--- config.mk ---
export PLATFORM = sky130hd
export DESIGN_NAME = multiport_reg_file
export DESIGN_NICKNAME = d
export VERILOG_FILES = /design/src/rtl/multiport_reg_file_pkg.sv /design/src/rtl/multiport_reg_file_hex7seg.sv /design/src/rtl/multiport_reg_file.sv
export SDC_FILE = /design/constraint.sdc
export NUM_CORES = 1
export LEC_CHECK = 0
export ABC_AREA = 0
export CORE_ASPECT_RATIO = 1.2
export CORE_MARGIN = 2
export CORE_UTILIZATION = 35
export DETAILED_ROUTE_END_ITERATION = 10
export SYNTH_ARGS = -nofsm -noshare
export SYNTH_HDL_FRONTEND = slang
export SYNTH_SLANG_ARGS = --single-unit
--- constraint.sdc ---
create_clock -name i_ck -period 6.1 [get_ports i_ck]
set_clock_uncertainty 0.2 [all_clocks]
set_input_delay 0.61 -clock i_ck [delete_from_list [all_inputs] [get_ports i_ck]]
set_output_delay 0.61 -clock i_ck [all_outputs]
set_load 0.01 [all_outputs]
--- src/rtl/multiport_reg_file_pkg.sv ---
// Shared constants for the multiport register file: parameter defaults and
// the hex-to-seven-segment pattern table.
package multiport_reg_file_pkg;

  localparam int unsigned DefaultDataW   = 8;
  localparam int unsigned DefaultDepth   = 8;
  localparam int unsigned DefaultScanDiv = 16;

  // Active-high segment patterns, bit 6 = a ... bit 0 = g, indexed by nibble.
  localparam logic [15:0][6:0] SegTable = {
    7'b1000111,  // F
    7'b1001111,  // E
    7'b0111101,  // d
    7'b1001110,  // C
    7'b0011111,  // b
    7'b1110111,  // A
    7'b1111011,  // 9
    7'b1111111,  // 8
    7'b1110000,  // 7
    7'b1011111,  // 6
    7'b1011011,  // 5
    7'b0110011,  // 4
    7'b1111001,  // 3
    7'b1101101,  // 2
    7'b0110000,  // 1
    7'b1111110   // 0
  };

  // Number of hex digits needed to show a word of the given width.
  function automatic int unsigned num_digits(input int unsigned width);
    return (width + 3) / 4;
  endfunction

endpackage

--- src/rtl/multiport_reg_file_hex7seg.sv ---
// Hex nibble to active-low seven-segment decoder.
module hex7seg
  import multiport_reg_file_pkg::*;
(
  input  logic [3:0] i_nib,
  output logic [6:0] o_seg
);

  // Table lookup, inverted for common-anode pins.
  always_comb begin
    o_seg = ~SegTable[i_nib];
  end

endmodule

--- src/rtl/multiport_reg_file.sv ---
// One-write, two-read register file with registered read ports, write-to-read
// bypass, and a multiplexed hex display of read port A.
module multiport_reg_file
  import multiport_reg_file_pkg::*;
#(
  parameter int unsigned DATA_W   = DefaultDataW,
  parameter int unsigned DEPTH    = DefaultDepth,
  parameter int unsigned SCAN_DIV = DefaultScanDiv
) (
  input  logic                         i_ck,
  input  logic                         i_rst,
  input  logic                         i_wr_en,
  input  logic [$clog2(DEPTH)-1:0]     i_wr_addr,
  input  logic [DATA_W-1:0]            i_wr_data,
  input  logic                         i_rd_en_a,
  input  logic                         i_rd_en_b,
  input  logic [$clog2(DEPTH)-1:0]     i_rd_addr_a,
  input  logic [$clog2(DEPTH)-1:0]     i_rd_addr_b,
  output logic [DATA_W-1:0]            o_rd_data_a,
  output logic [DATA_W-1:0]            o_rd_data_b,
  output logic                         o_rd_vld_a,
  output logic                         o_rd_vld_b,
  output logic [6:0]                   o_seg,
  output logic [num_digits(DATA_W)-1:0] o_an
);

  localparam int unsigned ADDR_W  = $clog2(DEPTH);
  localparam int unsigned DIGITS  = num_digits(DATA_W);
  localparam int unsigned PRESC_W = $clog2(SCAN_DIV);
  // Keep the digit index at least one bit wide for single-digit words.
  localparam int unsigned DIG_W   = (DIGITS > 1) ? $clog2(DIGITS) : 1;

  localparam logic [PRESC_W-1:0] PrescMax = PRESC_W'(SCAN_DIV - 1);
  localparam logic [DIG_W-1:0]   DigMax   = DIG_W'(DIGITS - 1);

  logic [DATA_W-1:0]   r_mem [DEPTH];
  logic [DATA_W-1:0]   r_rd_data_a;
  logic [DATA_W-1:0]   r_rd_data_b;
  logic                r_rd_vld_a;
  logic                r_rd_vld_b;
  logic [PRESC_W-1:0]  r_presc;
  logic [DIG_W-1:0]    r_dig;

  logic                w_byp_a;
  logic                w_byp_b;
  logic [DATA_W-1:0]   w_rd_word_a;
  logic [DATA_W-1:0]   w_rd_word_b;
  logic [4*DIGITS-1:0] w_disp;
  logic [3:0]          w_nib;
  logic [DIGITS-1:0]   w_an;
  logic [ADDR_W-1:0]   w_unused_addr;

  assign w_unused_addr = i_wr_addr;

  // A read of the address being written this edge returns the new data.
  assign w_byp_a     = i_wr_en && (i_wr_addr == i_rd_addr_a);
  assign w_byp_b     = i_wr_en && (i_wr_addr == i_rd_addr_b);
  assign w_rd_word_a = w_byp_a ? i_wr_data : r_mem[i_rd_addr_a];
  assign w_rd_word_b = w_byp_b ? i_wr_data : r_mem[i_rd_addr_b];

  // Storage array: clear on reset, otherwise single write port.
  always_ff @(posedge i_ck) begin
    if (i_rst) begin
      for (int unsigned i = 0; i < DEPTH; i++) begin
        r_mem[i] <= '0;
      end
    end else if (i_wr_en) begin
      r_mem[i_wr_addr] <= i_wr_data;
    end
  end

  // Read port A: data held when idle, valid pulses one cycle per strobe.
  always_ff @(posedge i_ck) begin
    if (i_rst) begin
      r_rd_data_a <= '0;
      r_rd_vld_a  <= 1'b0;
    end else begin
      r_rd_vld_a <= i_rd_en_a;
      if (i_rd_en_a) begin
        r_rd_data_a <= w_rd_word_a;
      end
    end
  end

  // Read port B: same behaviour as port A, fully independent.
  always_ff @(posedge i_ck) begin
    if (i_rst) begin
      r_rd_data_b <= '0;
      r_rd_vld_b  <= 1'b0;
    end else begin
      r_rd_vld_b <= i_rd_en_b;
      if (i_rd_en_b) begin
        r_rd_data_b <= w_rd_word_b;
      end
    end
  end

  // Display scan: prescaler wraps every SCAN_DIV cycles and steps the digit.
  always_ff @(posedge i_ck) begin
    if (i_rst) begin
      r_presc <= '0;
      r_dig   <= '0;
    end else if (r_presc == PrescMax) begin
      r_presc <= '0;
      r_dig   <= (r_dig == DigMax) ? '0 : r_dig + DIG_W'(1);
    end else begin
      r_presc <= r_presc + PRESC_W'(1);
    end
  end

  // Zero-extend read port A data to a whole number of nibbles.
  always_comb begin
    w_disp               = '0;
    w_disp[DATA_W-1:0]   = r_rd_data_a;
  end

  // Select the current nibble and drive its active-low digit enable.
  always_comb begin
    w_nib = '0;
    w_an  = '1;
    for (int unsigned i = 0; i < DIGITS; i++) begin
      if (r_dig == DIG_W'(i)) begin
        w_nib   = w_disp[i*4 +: 4];
        w_an[i] = 1'b0;
      end
    end
  end

  hex7seg u_hex7seg (
    .i_nib (w_nib),
    .o_seg (o_seg)
  );

  assign o_an        = w_an;
  assign o_rd_data_a = r_rd_data_a;
  assign o_rd_data_b = r_rd_data_b;
  assign o_rd_vld_a  = r_rd_vld_a;
  assign o_rd_vld_b  = r_rd_vld_b;

endmodule

==> impl.org, run 1 <==
** Synthesis
- Sequential area share after synthesis :: slightly above 50%
- Average instance area after synthesis :: roughly 13 um2
- Count of unique library cells instantiated by Yosys :: 45
- Post-synthesis cell count :: approximately 350
- In the synthesized netlist the async set-or-reset flop fraction comes to 0%.
- The synthesized netlist occupies a cell area of approximately 0.0046 mm2.
- Yosys top cell by area :: sky130_fd_sc_hd__edfxtp_1
- Yosys mapped a number of flops with a built-in enable equal to 64.
- In this run the biggest area consumer among cell types represents roughly two fifths of the synthesized area.
- Net count after synthesis :: approximately 380
- The Yosys step of the flow raised 0 warnings.
- Seq cells post-synth :: 87
- Sorting the synthesized cells by area gives the leading types as sky130_fd_sc_hd__edfxtp_1, sky130_fd_sc_hd__mux4_2, sky130_fd_sc_hd__dfxtp_1.
- Flip-flop cell with the highest count after synthesis :: sky130_fd_sc_hd__edfxtp_1

** Detailed routing
- Remaining antenna violation count after routing :: 0
- Count of vias placed by the detailed router :: slightly above 3,000
- The routed design has approximately 12,000 um of wire.
- Detail-routed via count per cell :: 5.40
- Before antenna repair, the detailed router went through 4 iterations.
- The first routing iteration left between 200 and 250 violations.
- Detail-routed net length per standard cell :: around 20 um
- Number of remaining DRC errors :: 0

** Global routing
- The number of global-route vias before repair came to a little under 3,000.
- In the global route stage, overall resource usage came out at 17.1%.
- Wire length of the first global-routing pass :: 17,500 um
- Entering global routing, the biggest net connects 24 pins.
- Antenna violations before repair :: 0
- Total grt overflow :: 0

** STA
- Final worst-path cycle share :: ~57%
- Max transition margin :: about 29%
- Setup violations remaining at the end of the flow were counted as 0.
- The worst path meets setup with approximately 2.6 ns of slack.
- Setup repair after global routing left no endpoint under its margin.
- Static timing analysis puts the maximum clock frequency at 286 MHz.
- Number of pins exceeding their max-slew limit in the final report :: 0
- The total count of hold-check failures in the final report came to 0.
- Total negative slack :: 0 ns
- The clock period could shrink to 3.50 ns.
- Slew @ Worst Pin :: approximately 1.0 ns

** Worst setup path
- Startpoint of the most critical setup path :: r_dig
- Crit path largest cell delay :: a little under 0.6 ns
- For this design, the slowest cell found on the critical path is sky130_fd_sc_hd__dfxtp_1.
- Worst path arrival time :: around 2.7 ns
- The number of cells on the worst reg-to-reg path is 4.
- Critical path class :: reg -> out
- Buf/Inv on CP :: 2
- The critical path runs through a total of 7 cells.
- The worst setup path is captured at an output pin.
- For flop-to-flop paths, the worst setup slack is approximately 4.3 ns.
- Data on the critical path is required at its endpoint by about 5.3 ns.
- Capture point of the worst path :: o_seg[1]
- Critical Path Fanout Max :: 9
- In this run the critical register-to-register path is captured at o_rd_data_b[5].
- Cell family with the largest share of critical-path delay :: buffers and inverters
- The worst register-to-register path begins at r_mem[4][5].
- The critical path goes through mux2i_1, inv_1, ha_1, nand2_1, o21ai_0, a22o_1, clkdlybuf4s50_1.
- Startpoint types :: register

** Floorplan
- Die Y-Extent :: between 100 and 150 um
- The die covers 0.0142 mm2.
- Top-level port count :: 49
- Initial Util :: between 30% and 40%
- The core region is around 0.013 mm2.
- Row generation in the floorplan step produced 46 rows.
- Measured along the x axis, the die boundary spans about 110 um.

** Final layout
- The filler cells instantiated in the layout total approximately 1,200.
- The area growth from synthesis to layout is 19.8%.
- The top cell types in the final layout, fill and taps aside, are sky130_fd_sc_hd__and2_1, sky130_fd_sc_hd__edfxtp_1, sky130_fd_sc_hd__clkdlybuf4s50_1.
- Net count of the finished layout :: 422
- Of the cells placed in the final design, the portion with a size suffix greater than 1 is 15.6%.
- Number of standard cells in the layout, taps in and fillers out :: about 570
- Diodes inserted :: 0

** CTS
- TritonCTS built the clock tree.
- Number of buffers added to fix hold violations after cts :: 0
- Worst-Skew Late Latency :: approximately 0.34 ns
- CTS root buffer :: sky130_fd_sc_hd__clkbuf_16
- Maximum count of clock buffers along a single path :: 2
- The number of gates resized after CTS was 0.
- Number of H-tree levels :: 3
- Clock buffer count from CTS :: 9
- Clock Sink Count :: just under 90
- Clock transition at the registers of the reported paths :: roughly 0.06 ns
- Post-CTS setup buffers :: 0

** Place
- Pre-CTS worst setup slack :: 2.38 ns
- The count of buffers added on input and output ports is 48.
- The congestion estimate from routability-driven global placement came to 0.822.
- Detailed placement finished with a half-perimeter wire length of 8520 um.
- Number of cells after detailed placement :: 550

** Hold path
- Worst Hold Class :: reg -> reg

** Power and ir drop
- Peak VDD IR :: between 0.1 and 0.15 mV
- For this design the static power due to leakage is approximately 1.9 nW.
- Dividing total power by cell area gives a power density of between 200 and 300 mW/mm2.

** Status
- The run finished with clean final reports.

** Run
- Number of max-cap violations :: 0
[how the worst min path moves through the flow]
| stage | startpoint | endpoint | cells after the start |
|---|---|---|---|
| floorplan | r_presc[0] | r_presc[0] | 1 |
| global placement | o_rd_data_b[7] | o_rd_data_b[7] | 2 |
| detailed placement | o_rd_data_b[1] | o_rd_data_b[1] | 2 |
| CTS | r_presc[3] | r_presc[3] | 2 |
| global route | r_presc[0] | r_presc[0] | 1 |
| finish | r_presc[3] | r_presc[3] | 2 |
[worst min-delay path, delay by kind of cell, from the launching register on]
family,cells,cell delay (ns)
flip-flops,1,0.31
AO/OA/AOI/OAI,2,0.13
[registers in the layout, indices dropped and copies added, names as in the netlist]
register and flops:
r_mem 64, o_rd_data_a 8, o_rd_data_b 8, r_presc 4
o_rd_vld_a 1, o_rd_vld_b 1, r_dig 1
[through the flow]
| step | utilization, % | area (um2) | power, mW | hold WS (ns) |
|---|---|---|---|---|
| floorplan | - | 4640 | 0.834 | 0.250 |
| global placement | 40.2 | 5250 | 0.932 | 0.263 |
| CTS | 42.6 | 5560 | 1.51 | 0.289 |
| finish | 42.6 | 5560 | 1.50 | 0.286 |
| global route | 42.6 | 5560 | 1.56 | 0.323 |
| detailed placement | 40.2 | 5250 | 0.934 | 0.278 |
[synth_stat cells (all sizes together) (2+ instances only)]
library cell and n:
and2 64, edfxtp 64, mux4 30, dfxtp 23
mux2i 20, o21ai 16, a22oi 15, nor2 14
buf 11, nand2 11, or2 8, ha 7
clkbuf 6, xor2 6, inv 5, nand2b 5
nor3 5, nor4 5, nand3b 4, nor2b 4
a21oi 3, mux2 3, a311oi 2, a32o 2
nor3b 2, or4 2, xnor2 2
[metal layers]
metal	global-route usage, %	vias to the layer above	part of all wire, %
met3	2.20	17	3.5
li1	-	1411	-
met1	21.3	1543	41
met4	6.49	0	2.4
met5	0	-	0
met2	30.1	87	53
[layout make-up]
class	count	area, um2	share of cell area (%)
multi-input combinational	240	2140	38.5
sequential	87	2380	42.8
timing repair buffer	50	495	8.90
clock buffer	10	229	4.12
tap	168	210	3.78
clock inverter	6	85.1	1.53
inverter	5	18.8	0.337
[power breakdown]
part	switching [mW]	internal, mW	leakage (nW)	total (mW)
logic	0.106	0.112	0.985	0.218
clock network	0.224	0.357	0.148	0.581
registers	0.0270	0.675	0.803	0.702
[kinds of logic (layout without fill, tap and decap cells)]
| family | Yosys count | in the layout | share of synthesized area (%) |
|---|---|---|---|
| xor+xnor | 8 | 8 | 1.83 |
| flops | 87 | 87 | 51.3 |
| compound gates | 45 | 45 | 6.60 |
| simple gates | 127 | 127 | 16.2 |
| buf+inv | 22 | 71 | 2.56 |
| mux | 53 | 53 | 19.7 |
| fa+ha+maj | 7 | 7 | 1.89 |
Note: power is estimated with default switching activity, not from simulation.
==> inputs of run 2 (changes only) <==
- clock period: 6.1 -> 3.2 ns (I/O delays scaled with it)
==> impl.org, run 2 (synthesized netlist as in run 1, its figures left out) <==
** Status
- The run finished with clean final reports.

** Power and ir drop
- For this design the static power due to leakage is roughly 2.0 nW.
- Portion of total power attributed to combinational logic :: between 10% and 20%
- Int Pwr :: ~2 mW
- In this run the power density over the cells is between 400 and 500 mW/mm2.
- In this run switching power makes up 26.1% of total power.
- Peak VDD IR :: between 0.2 and 0.3 mV
- The share of total power dissipated in sequential elements is 48.3%.
- Reported net switching power :: 0.722 mW
- The clock network is responsible for a little over a third of the overall power.

** Worst setup path
- Critical Path Fanout Max :: 9
- Counting cells, the worst reg-to-reg path comes to 4.
- For flop-to-flop paths, the worst setup slack is ~1.4 ns.
- Critical Path Sink Type :: output pin
- STA puts the critical path data arrival time at between 2 and 2.5 ns.
- The worst setup path is launched from a register.
- By startpoint and endpoint, the worst setup path is classified as reg -> out.
- Crit path required time :: about 2.7 ns
- Reg2reg start :: r_mem[5][5]
- Capturing point of the worst reg2reg path :: o_rd_data_b[5]

** Global routing
- Global routing consumed, over all layers together, 17.2% of the routing resources.
- Total grt overflow :: 0
- Antenna violations before repair :: 0
- Maximum number of pins on one net before global-route repair :: 20
- Wire length of the first global-routing pass :: 17,800 um
- The number of global-route vias before repair was ~3,200.

** Floorplan
- Number of core rows :: 46
- Top-level port count :: slightly below 50
- Die Y-Extent :: between 100 and 150 um
- The initial utilization of the core area, before any placement, comes to a little over a third.
- Die span in x :: between 100 and 150 um
- Core Region :: 0.0131 mm2
- DIE AREA :: 0.0142 mm2

** STA
- Total negative slack :: 0 ns
- The total count of hold-check failures in the final report was 0.
- On the final layout, the worst hold slack is approximately 0.3 ns.
- Setup repair after global routing missed its margin :: false
- For this run, the top clock speed supported by timing is 334 MHz.
- Slew @ Worst Pin :: ~0.68 ns
- The clock period could shrink to about 3 ns.
- Number of pins exceeding their max-slew limit in the final report :: 0
- The worst pin sits at a relative slew slack of between 50% and 60%.
- Setup slack of the critical path after layout :: 0.206 ns
- Final worst-path cycle share :: roughly 94%
- Setup violations remaining at the end of the flow were counted as 0.

** Final layout
- In the final layout, the multi-input gates occupy roughly 0.0022 mm2.
- Compared with the post-synthesis result, the final layout area differs by 21.4%.
- Number of filler instances in the final layout :: 1,207
- Share of cells above drive strength 1 :: 19.2%
- Number of flip-flops under the largest register name :: 64
- Most frequent cells in the layout :: sky130_fd_sc_hd__and2_1, sky130_fd_sc_hd__edfxtp_1, sky130_fd_sc_hd__clkdlybuf4s50_1
- Diodes inserted :: 0
- The finished layout holds a little under 600 standard cells, fillers aside.
- The net count of the finished layout is roughly 440.
- Most flops, register :: r_mem
- Register area :: 0.00238 mm2

** CTS
- Number of buffers added to fix hold violations after cts :: 0
- TritonCTS built the clock tree.
- Clock Sink Count :: 87
- Number of H-tree levels :: 3
- For the worst-skew pair, the clock arrives at the later sink with an insertion delay of roughly 0.34 ns.
- No sink is reached through more buffers than the 2 on the longest clock path.
- CTS root buffer :: sky130_fd_sc_hd__clkbuf_16
- Counting the buffers created by CTS gives 9.
- Clock-pin slew was measured on the worst setup and hold paths at approximately 0.060 ns.

** Detailed routing
- After the first detailed-routing iteration, the DRC count stood at 170.
- The detail route stage leaves a number of antenna-violating nets equal to 0.
- Dividing the detail-routed wire length by the instance count gives 19.9 um.
- Count of vias placed by the detailed router :: ~3,100
- Detail-routed via count per cell :: 5.30
- The first TritonRoute pass finished after 6 iterations.
- For this run, design rule violations remaining after detail routing come to 0.
- The routed design has between 10,000 and 15,000 um of wire.

** Hold path
- The path with the worst hold slack has its endpoint at o_rd_data_b[6].
- Hold Path Origin :: o_rd_data_b[6]
- Number of cells traversed by the worst hold path :: 2
- Worst Hold Class :: reg -> reg

** Place
- Counting tap cells, the placed design contains a total of ~560 instances.
- OpenSTA, run right after detailed placement, puts the worst setup slack at 0.362 ns.
- Detailed placement ended at an HPWL of 8670 um.
- Count of port buffers added during placement :: 48
- At the end of routability-driven placement, the weighted congestion stood at approximately 0.83.

** Run
- Number of max-cap violations :: 0
## run 2: cell count changes in the layout (fill, tap and decap cells not counted)
cell	before	now
sky130_fd_sc_hd__clkbuf_1	1	0
sky130_fd_sc_hd__mux2i_2	0	2
sky130_fd_sc_hd__bufinv_16	2	0
sky130_fd_sc_hd__buf_4	2	15
sky130_fd_sc_hd__dfxtp_2	0	1
sky130_fd_sc_hd__clkinv_2	2	0
sky130_fd_sc_hd__dfxtp_1	23	22
sky130_fd_sc_hd__clkinv_4	0	1
sky130_fd_sc_hd__inv_6	0	2
sky130_fd_sc_hd__clkinvlp_4	2	4
sky130_fd_sc_hd__mux2i_1	20	18
## run 2: layer usage
layer / share of wire (%) / GRT usage (%)
met1: 40 / 20.1
met3: 3.1 / 2.50
met4: 2.5 / 7.92
met2: 54 / 31.1
met5: 0 / 0
## run 2: area by class of cell
| cell class | count | share of cell area [%] |
|---|---|---|
| clock buffers | 9 | 3.99 |
| clock inverters | 7 | 0.999 |
| inverters | 5 | 0.333 |
| multi-input cells | 240 | 38.1 |
| flip-flops and latches | 87 | 42.3 |
| well taps | 168 | 3.73 |
| repair buffers | 63 | 10.5 |
## run 2: worst max path at each step
| stage | from | end | cells after the start |
|---|---|---|---|
| final | r_dig | o_seg[1] | 7 |
| after global routing | r_dig | o_seg[1] | 7 |
| after CTS | r_dig | o_seg[3] | 6 |
| after detailed placement | r_dig | o_seg[1] | 7 |
| after global placement | r_dig | o_seg[3] | 6 |
| after floorplan | r_dig | o_seg[1] | 7 |
## run 2: per-stage QoR
stage | power, mW | cell area, um2 | util [%]
2_1_floorplan | 1.59 | 4640 | -
4_1_cts | 2.78 | 5640 | 43.1
3_5_place_dp | 1.79 | 5350 | 40.9
6_report | 2.76 | 5640 | 43.2
5_1_grt | 2.87 | 5640 | 43.2
3_3_place_gp | 1.78 | 5350 | 40.9
## run 2: repair_timing
item,in CTS,in global routing
resized for setup,2,1
hold endpoints to repair,0,0
buffers inserted,0,0
endpoints found under the setup margin,2,5
## run 2: worst max-delay path, cell delays in order (launching register included)
cell and delay [ns]:
sky130_fd_sc_hd__dfxtp_2 0.48, sky130_fd_sc_hd__mux2i_2 0.40, sky130_fd_sc_hd__inv_1 0.14, sky130_fd_sc_hd__ha_1 0.24, sky130_fd_sc_hd__nand2_1 0.10, sky130_fd_sc_hd__o21ai_0 0.11
sky130_fd_sc_hd__a22o_1 0.19, sky130_fd_sc_hd__clkdlybuf4s50_1 0.47
## run 2: power by group through the flow
stage,registers [mW],logic (mW),clock network [mW]
after floorplan,1.35,0.243,0
after global placement,1.35,0.422,0
after detailed placement,1.36,0.428,0
after CTS,1.33,0.430,1.01
after global routing,1.34,0.463,1.06
final,1.33,0.426,1.00
